===== src/rtl/hazard_pkg.sv =====
// Shared types and constants for the pipeline hazard controller.
package hazard_pkg;

  localparam int unsigned REG_ADDR_W = 5;
  localparam logic [REG_ADDR_W-1:0] REG_ZERO = 5'd0;

  typedef enum logic {
    MD_IDLE = 1'b0,
    MD_WAIT = 1'b1
  } md_state_e;

  // Pipeline control bundle produced each cycle.
  typedef struct packed {
    logic muldiv_start;
    logic pc_stall;
    logic if_id_stall;
    logic id_ex_stall;
    logic if_id_flush;
    logic id_ex_flush;
    logic ex_mem_flush;
  } hazard_ctrl_t;

endpackage


===== src/rtl/hazard_controller_if.sv =====
// Hazard controller bus: pipeline/MUL-DIV status in, stall/flush/counter out.
interface hazard_controller_if #(
  parameter int unsigned CNT_WIDTH = 32
);
  import hazard_pkg::*;

  logic [REG_ADDR_W-1:0] id_rs1_addr;
  logic [REG_ADDR_W-1:0] id_rs2_addr;
  logic                  id_uses_rs1;
  logic                  id_uses_rs2;
  logic                  ex_mem_read;
  logic [REG_ADDR_W-1:0] ex_rd_addr;
  logic                  ex_branch_taken;
  logic                  ex_muldiv_valid;
  logic                  muldiv_done;

  logic                  muldiv_start;
  logic                  pc_stall;
  logic                  if_id_stall;
  logic                  id_ex_stall;
  logic                  if_id_flush;
  logic                  id_ex_flush;
  logic                  ex_mem_flush;
  logic [CNT_WIDTH-1:0]  perf_load_use;
  logic [CNT_WIDTH-1:0]  perf_muldiv_stall;
  logic [CNT_WIDTH-1:0]  perf_branch_flush;

  // Pipeline / MUL-DIV side
  modport master (
    output id_rs1_addr, id_rs2_addr, id_uses_rs1, id_uses_rs2,
           ex_mem_read, ex_rd_addr, ex_branch_taken, ex_muldiv_valid, muldiv_done,
    input  muldiv_start, pc_stall, if_id_stall, id_ex_stall,
           if_id_flush, id_ex_flush, ex_mem_flush,
           perf_load_use, perf_muldiv_stall, perf_branch_flush
  );

  // Hazard controller side
  modport slave (
    input  id_rs1_addr, id_rs2_addr, id_uses_rs1, id_uses_rs2,
           ex_mem_read, ex_rd_addr, ex_branch_taken, ex_muldiv_valid, muldiv_done,
    output muldiv_start, pc_stall, if_id_stall, id_ex_stall,
           if_id_flush, id_ex_flush, ex_mem_flush,
           perf_load_use, perf_muldiv_stall, perf_branch_flush
  );

endinterface


===== src/rtl/hazard_controller_sat_counter.sv =====
// Saturating up-counter with async clear; holds at all-ones.
module sat_counter #(
  parameter int unsigned WIDTH = 32
) (
  input  logic             clk,
  input  logic             rst,
  input  logic             inc,
  output logic [WIDTH-1:0] count
);

  always_ff @(posedge clk or posedge rst) begin
    if (rst) begin
      count <= '0;
    end else if (inc && (count != {WIDTH{1'b1}})) begin
      count <= count + WIDTH'(1);
    end
  end

endmodule


===== src/rtl/hazard_controller.sv =====
// Load-use bubbles, taken-branch flushes and MUL/DIV freeze sequencing.
// Performance counters are built only when HAZARD_PERF_CNT_EN is defined.
module hazard_controller
  import hazard_pkg::*;
#(
  parameter int unsigned CNT_WIDTH = 32
) (
  input logic                clk,
  input logic                rst,
  hazard_controller_if.slave hz
);

  md_state_e    state_q;
  hazard_ctrl_t ctrl;
  logic         load_use_c;
  logic         start_c;
  logic         freeze_c;
  logic         branch_c;
  logic         lu_bubble_c;

  // Hazard detection and priority: MUL/DIV freeze > branch > load-use.
  // Outputs are forced low while rst is held so reset takes effect at once.
  always_comb begin
    load_use_c  = hz.ex_mem_read && (hz.ex_rd_addr != REG_ZERO) &&
                  ((hz.id_uses_rs1 && (hz.id_rs1_addr == hz.ex_rd_addr)) ||
                   (hz.id_uses_rs2 && (hz.id_rs2_addr == hz.ex_rd_addr)));
    start_c     = !rst && (state_q == MD_IDLE) && hz.ex_muldiv_valid;
    freeze_c    = start_c || (!rst && (state_q == MD_WAIT) && !hz.muldiv_done);
    branch_c    = !rst && !freeze_c && hz.ex_branch_taken;
    lu_bubble_c = !rst && !freeze_c && !hz.ex_branch_taken && load_use_c;

    ctrl              = '0;
    ctrl.muldiv_start = start_c;
    ctrl.pc_stall     = freeze_c || lu_bubble_c;
    ctrl.if_id_stall  = freeze_c || lu_bubble_c;
    ctrl.id_ex_stall  = freeze_c;
    ctrl.ex_mem_flush = freeze_c;
    ctrl.if_id_flush  = branch_c;
    ctrl.id_ex_flush  = branch_c || lu_bubble_c;
  end

  // MUL/DIV handshake state; done only matters while waiting.
  always_ff @(posedge clk or posedge rst) begin
    if (rst) begin
      state_q <= MD_IDLE;
    end else begin
      case (state_q)
        MD_IDLE: if (hz.ex_muldiv_valid) state_q <= MD_WAIT;
        MD_WAIT: if (hz.muldiv_done)     state_q <= MD_IDLE;
        default: state_q <= MD_IDLE;
      endcase
    end
  end

  assign hz.muldiv_start = ctrl.muldiv_start;
  assign hz.pc_stall     = ctrl.pc_stall;
  assign hz.if_id_stall  = ctrl.if_id_stall;
  assign hz.id_ex_stall  = ctrl.id_ex_stall;
  assign hz.if_id_flush  = ctrl.if_id_flush;
  assign hz.id_ex_flush  = ctrl.id_ex_flush;
  assign hz.ex_mem_flush = ctrl.ex_mem_flush;

`ifdef HAZARD_PERF_CNT_EN
  sat_counter #(.WIDTH(CNT_WIDTH)) u_cnt_load_use (
    .clk   (clk),
    .rst   (rst),
    .inc   (lu_bubble_c),
    .count (hz.perf_load_use)
  );

  sat_counter #(.WIDTH(CNT_WIDTH)) u_cnt_muldiv_stall (
    .clk   (clk),
    .rst   (rst),
    .inc   (freeze_c),
    .count (hz.perf_muldiv_stall)
  );

  sat_counter #(.WIDTH(CNT_WIDTH)) u_cnt_branch_flush (
    .clk   (clk),
    .rst   (rst),
    .inc   (branch_c),
    .count (hz.perf_branch_flush)
  );
`else
  assign hz.perf_load_use     = CNT_WIDTH'(0);
  assign hz.perf_muldiv_stall = CNT_WIDTH'(0);
  assign hz.perf_branch_flush = CNT_WIDTH'(0);
`endif

endmodule


===== src/flat_wrapper.sv =====
// flat-port wrapper written by rule: the top's interface ports become plain ports
module hazard_controller_flat import hazard_pkg::*;
#(
  parameter int unsigned CNT_WIDTH = 32
)
  (clk, rst, hz_id_rs1_addr, hz_id_rs2_addr, hz_id_uses_rs1, hz_id_uses_rs2, hz_ex_mem_read, hz_ex_rd_addr, hz_ex_branch_taken, hz_ex_muldiv_valid, hz_muldiv_done, hz_muldiv_start, hz_pc_stall, hz_if_id_stall, hz_id_ex_stall, hz_if_id_flush, hz_id_ex_flush, hz_ex_mem_flush, hz_perf_load_use, hz_perf_muldiv_stall, hz_perf_branch_flush);
  hazard_controller_if #(.CNT_WIDTH(CNT_WIDTH)) hz_i ();
  input logic clk;
  input logic rst;
  input wire logic [$bits(hz_i.id_rs1_addr)-1:0] hz_id_rs1_addr;
  input wire logic [$bits(hz_i.id_rs2_addr)-1:0] hz_id_rs2_addr;
  input wire logic [$bits(hz_i.id_uses_rs1)-1:0] hz_id_uses_rs1;
  input wire logic [$bits(hz_i.id_uses_rs2)-1:0] hz_id_uses_rs2;
  input wire logic [$bits(hz_i.ex_mem_read)-1:0] hz_ex_mem_read;
  input wire logic [$bits(hz_i.ex_rd_addr)-1:0] hz_ex_rd_addr;
  input wire logic [$bits(hz_i.ex_branch_taken)-1:0] hz_ex_branch_taken;
  input wire logic [$bits(hz_i.ex_muldiv_valid)-1:0] hz_ex_muldiv_valid;
  input wire logic [$bits(hz_i.muldiv_done)-1:0] hz_muldiv_done;
  output wire logic [$bits(hz_i.muldiv_start)-1:0] hz_muldiv_start;
  output wire logic [$bits(hz_i.pc_stall)-1:0] hz_pc_stall;
  output wire logic [$bits(hz_i.if_id_stall)-1:0] hz_if_id_stall;
  output wire logic [$bits(hz_i.id_ex_stall)-1:0] hz_id_ex_stall;
  output wire logic [$bits(hz_i.if_id_flush)-1:0] hz_if_id_flush;
  output wire logic [$bits(hz_i.id_ex_flush)-1:0] hz_id_ex_flush;
  output wire logic [$bits(hz_i.ex_mem_flush)-1:0] hz_ex_mem_flush;
  output wire logic [$bits(hz_i.perf_load_use)-1:0] hz_perf_load_use;
  output wire logic [$bits(hz_i.perf_muldiv_stall)-1:0] hz_perf_muldiv_stall;
  output wire logic [$bits(hz_i.perf_branch_flush)-1:0] hz_perf_branch_flush;
  assign hz_i.id_rs1_addr = hz_id_rs1_addr;
  assign hz_i.id_rs2_addr = hz_id_rs2_addr;
  assign hz_i.id_uses_rs1 = hz_id_uses_rs1;
  assign hz_i.id_uses_rs2 = hz_id_uses_rs2;
  assign hz_i.ex_mem_read = hz_ex_mem_read;
  assign hz_i.ex_rd_addr = hz_ex_rd_addr;
  assign hz_i.ex_branch_taken = hz_ex_branch_taken;
  assign hz_i.ex_muldiv_valid = hz_ex_muldiv_valid;
  assign hz_i.muldiv_done = hz_muldiv_done;
  assign hz_muldiv_start = hz_i.muldiv_start;
  assign hz_pc_stall = hz_i.pc_stall;
  assign hz_if_id_stall = hz_i.if_id_stall;
  assign hz_id_ex_stall = hz_i.id_ex_stall;
  assign hz_if_id_flush = hz_i.if_id_flush;
  assign hz_id_ex_flush = hz_i.id_ex_flush;
  assign hz_ex_mem_flush = hz_i.ex_mem_flush;
  assign hz_perf_load_use = hz_i.perf_load_use;
  assign hz_perf_muldiv_stall = hz_i.perf_muldiv_stall;
  assign hz_perf_branch_flush = hz_i.perf_branch_flush;
  hazard_controller #(.CNT_WIDTH(CNT_WIDTH)) u_core (.clk(clk), .rst(rst), .hz(hz_i));
endmodule

===== config.mk =====
export PLATFORM = sky130hd
export DESIGN_NAME = hazard_controller_flat
export DESIGN_NICKNAME = d
export VERILOG_FILES = /design/src/rtl/hazard_pkg.sv /design/src/rtl/hazard_controller_if.sv /design/src/rtl/hazard_controller_sat_counter.sv /design/src/rtl/hazard_controller.sv /design/src/flat_wrapper.sv
export SDC_FILE = /design/constraint.sdc
export NUM_CORES = 1
export LEC_CHECK = 0
export BUFFER_PORTS_ARGS = -buffer_cell sky130_fd_sc_hd__buf_2
export CAP_MARGIN = 0
export CORE_ASPECT_RATIO = 0.75
export CORE_MARGIN = 2
export CORE_UTILIZATION = 29
export DETAILED_ROUTE_END_ITERATION = 6
export GPL_ROUTABILITY_DRIVEN = 0
export PLACE_DENSITY = 0.78
export SLEW_MARGIN = 10
export SYNTH_ARGS = -nofsm -noshare
export SYNTH_HDL_FRONTEND = slang
export SYNTH_SLANG_ARGS = --single-unit

===== constraint.sdc =====
create_clock -name clk -period 1.1 [get_ports clk]
set_clock_uncertainty 0.2 [all_clocks]
set_input_delay 0 -clock clk [delete_from_list [all_inputs] [get_ports clk]]
set_output_delay 0 -clock clk [all_outputs]
set_load 0.005 [all_outputs]

==> results of run 1 <==
kinds of logic (layout without fill, tap and decap cells):
family / count (synthesis) / after routing
buffers and inverters: 101 / 39
XOR/XNOR: 10 / 10
AND/OR/NAND/NOR: 10 / 10
AO/OA/AOI/OAI: 5 / 5
other: 1 / 96
flip-flops: 1 / 1
timing repair:
action / CTS / global route
hold buffers: 1 / 0
setup endpoints to repair: 6 / 6
buffers inserted: 1 / 1
endpoints found under the hold margin: 1 / 0
gates resized for setup: 19 / 3
pin swaps: 2 / 3
synthesized netlist by cell type (all sizes together):
library cell	count
buf	98
xnor2	2
nand2b	1
o2bb2ai	1
or4	1
and2	2
or3	1
o21ai	2
inv	3
nand2	1
o41ai	1
nor2	2
xor2	8
dfrtp	1
conb	1
a32oi	1
nor4	2
worst max-delay path: stages:
cell and delay (ns):
buf_2 0.12, xor2_1 0.16, nor4_2 0.32, a32oi_2 0.11, o41ai_2 0.25, buf_2 0.17
metal layers:
metal | GRT usage | vias to the layer above
met2 | 0.125 | 43
met5 | 0 | -
met4 | 0 | 0
li1 | - | 269
met1 | 0.0546 | 257
met3 | 0 | 0
layout make-up:
class | instances | area [um2]
repair buffers | 36 | 241
flip-flops and latches | 1 | 25.0
well taps | 40 | 50.0
multi-input cells | 121 | 619
fillers | 369 | 2300
inverters | 3 | 11.3
worst max-delay path by stage:
stage	from	to
after CTS	hz_id_rs2_addr[2]	hz_pc_stall
after floorplan	hz_ex_rd_addr[2]	hz_pc_stall
after global routing	hz_id_rs2_addr[2]	hz_if_id_stall
after detailed placement	hz_ex_rd_addr[2]	hz_pc_stall
final	hz_ex_rd_addr[3]	hz_pc_stall
after global placement	hz_ex_rd_addr[2]	hz_pc_stall
power breakdown:
part	leakage (uW)	switching, uW	internal (uW)
Clock	0	0	0
Sequential	0.0000120	3.17	43.0
Combinational	0.000581	181	137
through the flow:
stage,utilization,setup slack [ns],hold slack (ns),instances
after global routing,0.292,-0.365,0.125,201
after floorplan,-,-0.167,-0.463,223
after detailed placement,0.254,-0.351,-0.312,198
final,0.292,-0.233,0.108,201
after global placement,0.254,-0.314,-0.313,198
after CTS,0.285,-0.327,0.110,200
==> results.json, run 1 <==
{
  "antenna_found_initial": 0,
  "initial_utilization": 0.300,
  "top_layer_used": "met3",
  "setup_viol": 7,
  "layout_common_cells": "conb_1 (96), buf_2 (23), xor2_1 (7), buf_6 (7), buf_4 (5)",
  "die-area_mm2": 0.00384,
  "fin_crit_sh": 1.21,
  "powerDensity_mw_per_mm2": 385,
  "hold_path_depth": 3,
  "drt_first_pass_iters": 2,
  "die_height_um": 54.2,
  "wl_met1_um": 369,
  "drv_slew": 0,
  "ir_drop_uv": 112,
  "yosysUniqueCellTypes": 20,
  "wl_per_cell_um": 6.74,
  "syn_area_um2": 973,
  "io_buffers": 29,
  "met2RoutedLength_um": 843,
  "overflow": 0,
  "placed_area_um2": 823,
  "timing.critical_path.to_type": "primary output",
  "nNetsFinal": 186,
  "grtUsageTotal": 0.0524,
  "synth_top_family_by_area": "buffers and inverters",
  "ys_ff_latch": 1,
  "worstReg2RegEnd": "u_core.state_q",
  "drtIter0Drc": 3,
  "power_uw": 364,
  "timing.reg2reg.setup_slack_ns": 0.12,
  "r2r_cells": 3,
  "top_register": "u_core.state_q",
  "period_needed_ns": 1.33,
  "grt_start_max_net_pins": 6,
  "min_path_type": "in2out",
  "timing.rr.start": "u_core.state_q",
  "seq_area_frac_synth": 0.0257,
  "yosys.area_share.simple": 0.0643,
  "crit_arrival_ns": 1.13,
  "core_mm2": 0.00324,
  "power.leakage_uw": 0.000593,
  "first_global_vias": 383,
  "num_antenna_cells": 0,
  "synth_area_leader_cell": "buf_4",
  "synth_cells": 128,
  "hold_end": "hz_muldiv_start",
  "vias": 569,
  "post-dp-hpwl_um": 1210,
  "rows": 18,
  "synth_area_leaders": "buf_4 (76%), xor2_1 (7.2%), dfrtp_1 (2.6%), xnor2_1 (1.8%), o41ai_2 (1.7%)",
  "hp-start": "rst",
  "ant_nets": 0,
  "synth_compound_area_frac": 0.0488,
  "rsz0062_at_grt": "yes",
  "critPathRequiredTime_ns": 0.90,
  "synth_xor_area_frac": 0.0900,
  "layout-drive-gt1-share": 0.298,
  "fmax_ghz": 0.750,
  "largest_reg_flops": 1,
  "syn_to_final_growth_pct": -2.70,
  "hold_viol_final": 0,
  "drc": 0,
  "design_area_um2": 947,
  "viasPerCell": 2.83,
  "tns_ns": -0.814,
  "worst_slack_ns": -0.233,
  "critPathMaxFanout": 3,
  "synth_top_area_frac": 0.756,
  "synth_fa_ha_area_frac": 0,
  "die_w_um": 70.9,
  "grt_pass1_wl_um": 1660,
  "cp-start-kind": "primary input",
  "synth.avg_cell_area_um2": 7.60,
  "drv_cap": 0,
  "violations": "setup timing",
  "status": "finished with violations",
  "final_common_cell": "conb_1",
  "wl_met3_um": 141,
  "wl_um": 1350,
  "crit_type": "in2out",
  "insertion_delay_ns": 0,
  "synth_mux_area_frac": 0,
  "yosysWarningCount": 0,
  "reg_top3": "u_core.state_q x1",
  "io_pins": 126
}
No activity file was read; power rests on OpenSTA's default activity.
==> run 2: changes to the inputs <==
--- a/config.mk
+++ b/config.mk
@@ -5,14 +5,16 @@
 export SDC_FILE = /design/constraint.sdc
 export NUM_CORES = 1
 export LEC_CHECK = 0
+export ABC_AREA = 1
 export BUFFER_PORTS_ARGS = -buffer_cell sky130_fd_sc_hd__buf_2
 export CAP_MARGIN = 0
-export CORE_ASPECT_RATIO = 0.75
+export CORE_ASPECT_RATIO = 0.7
 export CORE_MARGIN = 2
-export CORE_UTILIZATION = 29
+export CORE_UTILIZATION = 30
 export DETAILED_ROUTE_END_ITERATION = 6
 export GPL_ROUTABILITY_DRIVEN = 0
-export PLACE_DENSITY = 0.78
+export HOLD_SLACK_MARGIN = 0.03
+export PLACE_DENSITY = 0.77
 export SLEW_MARGIN = 10
 export SYNTH_ARGS = -nofsm -noshare
 export SYNTH_HDL_FRONTEND = slang
==> run 2 against run 1 <==
  * The run still ends with setup timing left
  * Synthesized area rose by 7.7%
  * Wire length rose by 17%
  * Die area rose by 3.9%
  * Sequential power fell by 2%
  * First-iteration DRC count rose to 4.7 times the previous value
  * Combinational power fell by 3%
  * Worst setup slack improved by 0.12 ns
  * Synthesized cell count rose by 34%
  * Total power fell by 3.4%
  * Cell count rose by 24%
==> results.json, run 2 <==
{
  "yosysWarningCount": 0,
  "violations": "setup timing",
  "fmax_ghz": 0.823,
  "cp-startpoint": "u_core.state_q",
  "timing.critical_path.to_type": "primary output",
  "ys_ff_latch": 1,
  "ant_nets": 0,
  "hp-start": "rst",
  "instances_no_fill": 250,
  "layout-drive-gt1-share": 0.222,
  "synth_xor_area_frac": 0,
  "drtIter0Drc": 14,
  "timing.rr.start": "u_core.state_q",
  "antenna_found_initial": 0,
  "critPathMaxFanout": 2,
  "num_antenna_cells": 0,
  "syn_to_final_growth_pct": -10.4,
  "synth.avg_cell_area_um2": 6.13,
  "yosys-top-cells-count": "buf_4 (98), nand2_1 (35), inv_1 (14)",
  "min_path_type": "in2out",
  "seq_area_frac_synth": 0.0239,
  "crit_type": "reg2out",
  "grtUsageTotal": 0.0532,
  "die-area_mm2": 0.00399,
  "synth_compound_area_frac": 0.00835,
  "layout_common_cells": "conb_1 (96), nand2_1 (34), buf_2 (29)",
  "insertion_delay_ns": 0,
  "seq_area_um2": 25.0,
  "rows": 17,
  "first_global_vias": 443,
  "synth_area_leader_cell": "buf_4",
  "wl_met1_um": 476,
  "post-dp-hpwl_um": 1420,
  "setup_viol": 7,
  "synth_top_area_frac": 0.702,
  "period_needed_ns": 1.22,
  "cp-start-kind": "flop",
  "async_flop_share": 1.00,
  "hold_viol_final": 0,
  "n_fill_cell": 369,
  "top_register": "u_core.state_q",
  "crit_arrival_ns": 1.02,
  "tns_ns": -0.548,
  "largest_reg_flops": 1,
  "io_buffers": 29,
  "grt_pass1_wl_um": 1730,
  "synth_area_leaders": "buf_4 (70%), nand2_1 (13%), inv_1 (5.0%), nor2_1 (3.6%), dfrtp_1 (2.4%)",
  "wl_met3_um": 178,
  "io_pins": 126,
  "reg_top3": "u_core.state_q x1",
  "drv_slew": 0,
  "ys.flop_type": "dfrtp_1",
  "cts.reportedPaths.clkPinSlew_ns": 0,
  "synth_mux_area_frac": 0,
  "yosysUniqueCellTypes": 12,
  "nNetsFinal": 228,
  "critPathRequiredTime_ns": 0.90,
  "wl_um": 1580,
  "powerDensity_mw_per_mm2": 375,
  "grt_start_max_net_pins": 5,
  "synthMostInstantiatedCell": "buf_4",
  "synth-edff-count": 0,
  "ir_drop_uv": 120,
  "die_height_um": 53.5,
  "design_area_um2": 940,
  "viasPerCell": 2.87,
  "synth_top_family_by_area": "buffers and inverters",
  "synth_fa_ha_area_frac": 0,
  "final_common_cell": "conb_1",
  "drt_first_pass_iters": 4,
  "yosys.area_share.simple": 0.198,
  "whs_ns": 0.0734,
  "status": "finished with violations",
  "wl_per_cell_um": 6.31,
  "worst_slack_ns": -0.115,
  "power.leakage_uw": 0.000713,
  "dp_cells": 245,
  "drv_cap": 0,
  "placed_area_um2": 881,
  "initial_utilization": 0.324,
  "vias": 717,
  "rsz0062_at_grt": "yes",
  "die_w_um": 74.7,
  "utilization": 0.291,
  "core_mm2": 0.00323,
  "synth_cells": 171,
  "overflow": 0,
  "syn_area_mm2": 0.00105,
  "fin_crit_sh": 1.10,
  "multiInputGateArea_um2": 592,
  "drc": 0,
  "top_layer_used": "met3",
  "met2RoutedLength_um": 923
}
[run 2: changes by cell type in the layout (fill, tap and decap cells not counted), moves of 5 or more]
cell	previous run	this run
nor2_1	0	10
inv_2	1	6
inv_1	2	12
xor2_1	7	0
nand2_1	0	34
buf_2	23	29
buf_6	7	1
[run 2: what timing repair did]
action	CTS	global route
setup buffers	2	2
hold buffers	1	0
pin swaps	0	1
gates cloned	0	0
gates resized for setup	0	5
hold endpoints to repair	1	0
setup endpoints to repair	5	7
[run 2: final timing paths]
kind,end,slack (ns),cells past startpoint
worst max-delay path,hz_pc_stall,-0.12,8
worst min-delay path,hz_muldiv_start,0.07,3
worst max register to register,u_core.state_q,-0.08,5
worst min register to register,u_core.state_q,0.62,5
max in group asynchronous,u_core.state_q,0.34,3
min in group asynchronous,u_core.state_q,0.26,3
[run 2: worst max-delay path, cell delays in order (launching register included)]
cell and delay (ns):
dfrtp_1 0.35, inv_2 0.09, nand2_4 0.06, o21ai_4 0.06
buf_4 0.13, buf_6 0.09, nand2_2 0.05, nand2_1 0.08
buf_2 0.11
[run 2: metrics by stage]
step                      total power [uW]  setup WS (ns)
final                                  352         -0.115
after global routing                   401         -0.244
after CTS                              309        -0.0644
after detailed placement               293        -0.0652
after global placement                 289        -0.0310
after floorplan                        460        -0.0400
[run 2: kinds of logic (layout without fill, tap and decap cells)]
kind of cell / count (synthesis) / in the layout
other: 1 / 96
flip-flops: 1 / 1
AO/OA/AOI/OAI: 1 / 1
buffers and inverters: 116 / 53
AND/OR/NAND/NOR: 52 / 52
[run 2: area by class of cell]
type / count / share of cell area
timing repair buffer: 35 / 0.209
multi-input combinational: 149 / 0.630
sequential: 1 / 0.0266
inverter: 18 / 0.0719
tap: 47 / 0.0626
[run 2: report_power, final]
group	internal, uW	switching (uW)
Clock	0	0
Combinational	115	192
Sequential	42.9	2.06
[run 2: metal layers]
metal / vias up / GRT usage
li1: 370 / -
met2: 46 / 0.119
met5: - / 0
met1: 301 / 0.0578
met3: 0 / 0
met4: 0 / 0
==> run 3: changes to the inputs <==
--- a/config.mk
+++ b/config.mk
@@ -10,11 +10,11 @@
 export CAP_MARGIN = 0
 export CORE_ASPECT_RATIO = 0.7
 export CORE_MARGIN = 2
-export CORE_UTILIZATION = 30
+export CORE_UTILIZATION = 33
 export DETAILED_ROUTE_END_ITERATION = 6
 export GPL_ROUTABILITY_DRIVEN = 0
 export HOLD_SLACK_MARGIN = 0.03
-export PLACE_DENSITY = 0.77
+export PLACE_DENSITY = 0.81
 export SLEW_MARGIN = 10
 export SYNTH_ARGS = -nofsm -noshare
 export SYNTH_HDL_FRONTEND = slang
==> constraint.sdc (replaced) <==
create_clock -name clk -period 1.12 [get_ports clk]
set_clock_uncertainty 0.2 [all_clocks]
set_input_delay 0 -clock clk [delete_from_list [all_inputs] [get_ports clk]]
set_output_delay 0 -clock clk [all_outputs]
set_load 0.005 [all_outputs]
==> run 3 against run 2 <==
  * Sequential power fell by 2%
  * Combinational power fell by 7.8%
  * Total power fell by 6.9%
  * Register-to-register slack improved by 0.13 ns
  * First-iteration DRC count fell by 64%
  * Via count rose by 1.3%
  * Global-route usage rose by 1.0 points
  * Cell count fell by 4.0%
  * Wire length fell by 8.7%
  * Core utilization rose by 0.71 points
  * Highest routed layer unchanged
  * Sequential share of layout area rose by 0.062 points
  * Critical path type unchanged
  * The run still ends with setup timing left
  * Largest cell class unchanged
  * Critical path depth rose by 1
==> results.json, run 3 (synthesis gave the netlist of run 2 again) <==
{
  "insertion_delay_ns": 0,
  "fmax_ghz": 0.863,
  "power.leakage_uw": 0.000707,
  "dp_cells": 237,
  "cpLargestDelayFamily": "simple AND/OR/NAND/NOR gates",
  "period_needed_ns": 1.16,
  "hold_viol_final": 0,
  "grt_use_met2": 0.147,
  "p_switching_uw": 180,
  "syn_to_final_growth_pct": -12.4,
  "min_path_type": "in2out",
  "viasPerCell": 3.03,
  "status": "finished with violations",
  "antenna_found_initial": 0,
  "critPathMaxStageDelay_ns": 0.31,
  "pwr-share-clk": 0,
  "nNetsFinal": 227,
  "die-area_mm2": 0.00365,
  "wl_per_cell_um": 6.00,
  "grt_use_met1": 0.0644,
  "post-dp-hpwl_um": 1350,
  "largest_reg_flops": 1,
  "powerDensity_mw_per_mm2": 357,
  "io_buffers": 29,
  "path_common_cell": "nand2_1",
  "design_area_um2": 918,
  "core_mm2": 0.00308,
  "critPathMaxFanout": 2,
  "grt_start_max_net_pins": 5,
  "die_w_um": 71.4,
  "violations": "setup timing",
  "wl_um": 1440,
  "n_fill_cell": 370,
  "grt_pass1_wl_um": 1980,
  "fin_crit_sh": 1.03,
  "hp-start": "rst",
  "drt_first_pass_iters": 4,
  "drtIter0Drc": 5,
  "path_buf_inv": 2,
  "final_common_cell": "conb_1",
  "rsz0062_at_grt": "yes",
  "overflow": 0,
  "cts.reportedPaths.clkPinSlew_ns": 0,
  "pwr-share-comb": 0.865,
  "power_uw": 328,
  "initial_utilization": 0.340,
  "rows": 17,
  "io_pins": 126,
  "crit_chain": "inv_2 > nand2_2 > o21ai_2 > nor2_2 > nand2_1 > nor2_1 > nand2_1 > nand2_1 > buf_2",
  "placed_area_um2": 877,
  "busiest_layer": "met2",
  "die_height_um": 51.2,
  "cp-startpoint": "u_core.state_q",
  "ir_drop_uv": 132,
  "p_int_uw": 147,
  "crit_arrival_ns": 0.96,
  "first_global_vias": 513,
  "num_antenna_cells": 0,
  "cp_slowest_cell": "dfrtp_1",
  "crit_type": "reg2out",
  "met3_usage": 0.00197,
  "setup_viol": 3,
  "reg_top3": "u_core.state_q x1",
  "p_sw_frac": 0.551,
  "cp-start-kind": "flop",
  "timing.rr.start": "u_core.state_q",
  "worst_slack_ns": -0.0388,
  "drv_cap": 0,
  "ant_nets": 0,
  "top_register": "u_core.state_q",
  "layout-drive-gt1-share": 0.223,
  "grtUsageTotal": 0.0632,
  "timing.critical_path.to_type": "primary output",
  "layout_common_cells": "conb_1 (96), nand2_1 (34), buf_2 (28)",
  "pwr-share-seq": 0.135,
  "critPathRequiredTime_ns": 0.92,
  "drv_slew": 0,
  "vias": 726,
  "drc": 0,
  "instances_no_fill": 240
}
run 3: power groups by stage:
stage | sequential, uW | clock [uW] | combinational, uW
CTS | 44.2 | 0 | 256
floorplan | 44.1 | 0 | 408
detailed placement | 44.2 | 0 | 248
finish | 44.2 | 0 | 283
global route | 44.7 | 0 | 331
global placement | 44.2 | 0 | 244
run 3: layout make-up:
cell class	count	area (um2)	share of cell area
multi-input combinational	149	587	0.639
sequential	1	25.0	0.0272
tap	38	47.5	0.0518
timing repair buffer	34	191	0.208
inverter	18	67.6	0.0736
run 3: tightest hold or removal path, stage by stage:
cell and delay (ns):
buf_2 0.11, nor2_2 0.04, buf_2 0.11
run 3: stage by stage:
stage | worst slack [ns] | TNS, ns | util | hold WS [ns]
detailed placement | -0.0462 | -0.114 | 0.284 | -0.326
global placement | -0.0145 | -0.0285 | 0.284 | -0.326
CTS | -0.0436 | -0.108 | 0.290 | 0.0703
global route | -0.140 | -0.468 | 0.298 | 0.0789
finish | -0.0388 | -0.0927 | 0.298 | 0.0675
floorplan | -0.0200 | -0.0200 | - | -0.463
run 3: path summary, 6_finish.rpt:
check                                   to  slack, ns  depth (start not counted)
setup / recovery            hz_if_id_stall      -0.04                          9
hold / removal             hz_muldiv_start       0.07                          3
setup reg to reg            u_core.state_q       0.05                          5
hold reg to reg             u_core.state_q       0.55                          4
max in group asynchronous   u_core.state_q       0.32                          3
min in group asynchronous   u_core.state_q       0.29                          3
run 3: per-layer routing:
layer / vias up / wire length [um]
li1: 369 / -
met5: - / 0
met3: 0 / 170
met2: 44 / 839
met4: 0 / 0
met1: 313 / 431
run 3: repair_timing:
action / 4_1_cts / 5_1_grt
endpoints found under the hold margin: 1 / 0
pin swaps: 0 / 0
resized for setup: 0 / 5
hold buffers: 1 / 0
endpoints found under the setup margin: 3 / 6
setup buffers: 1 / 1
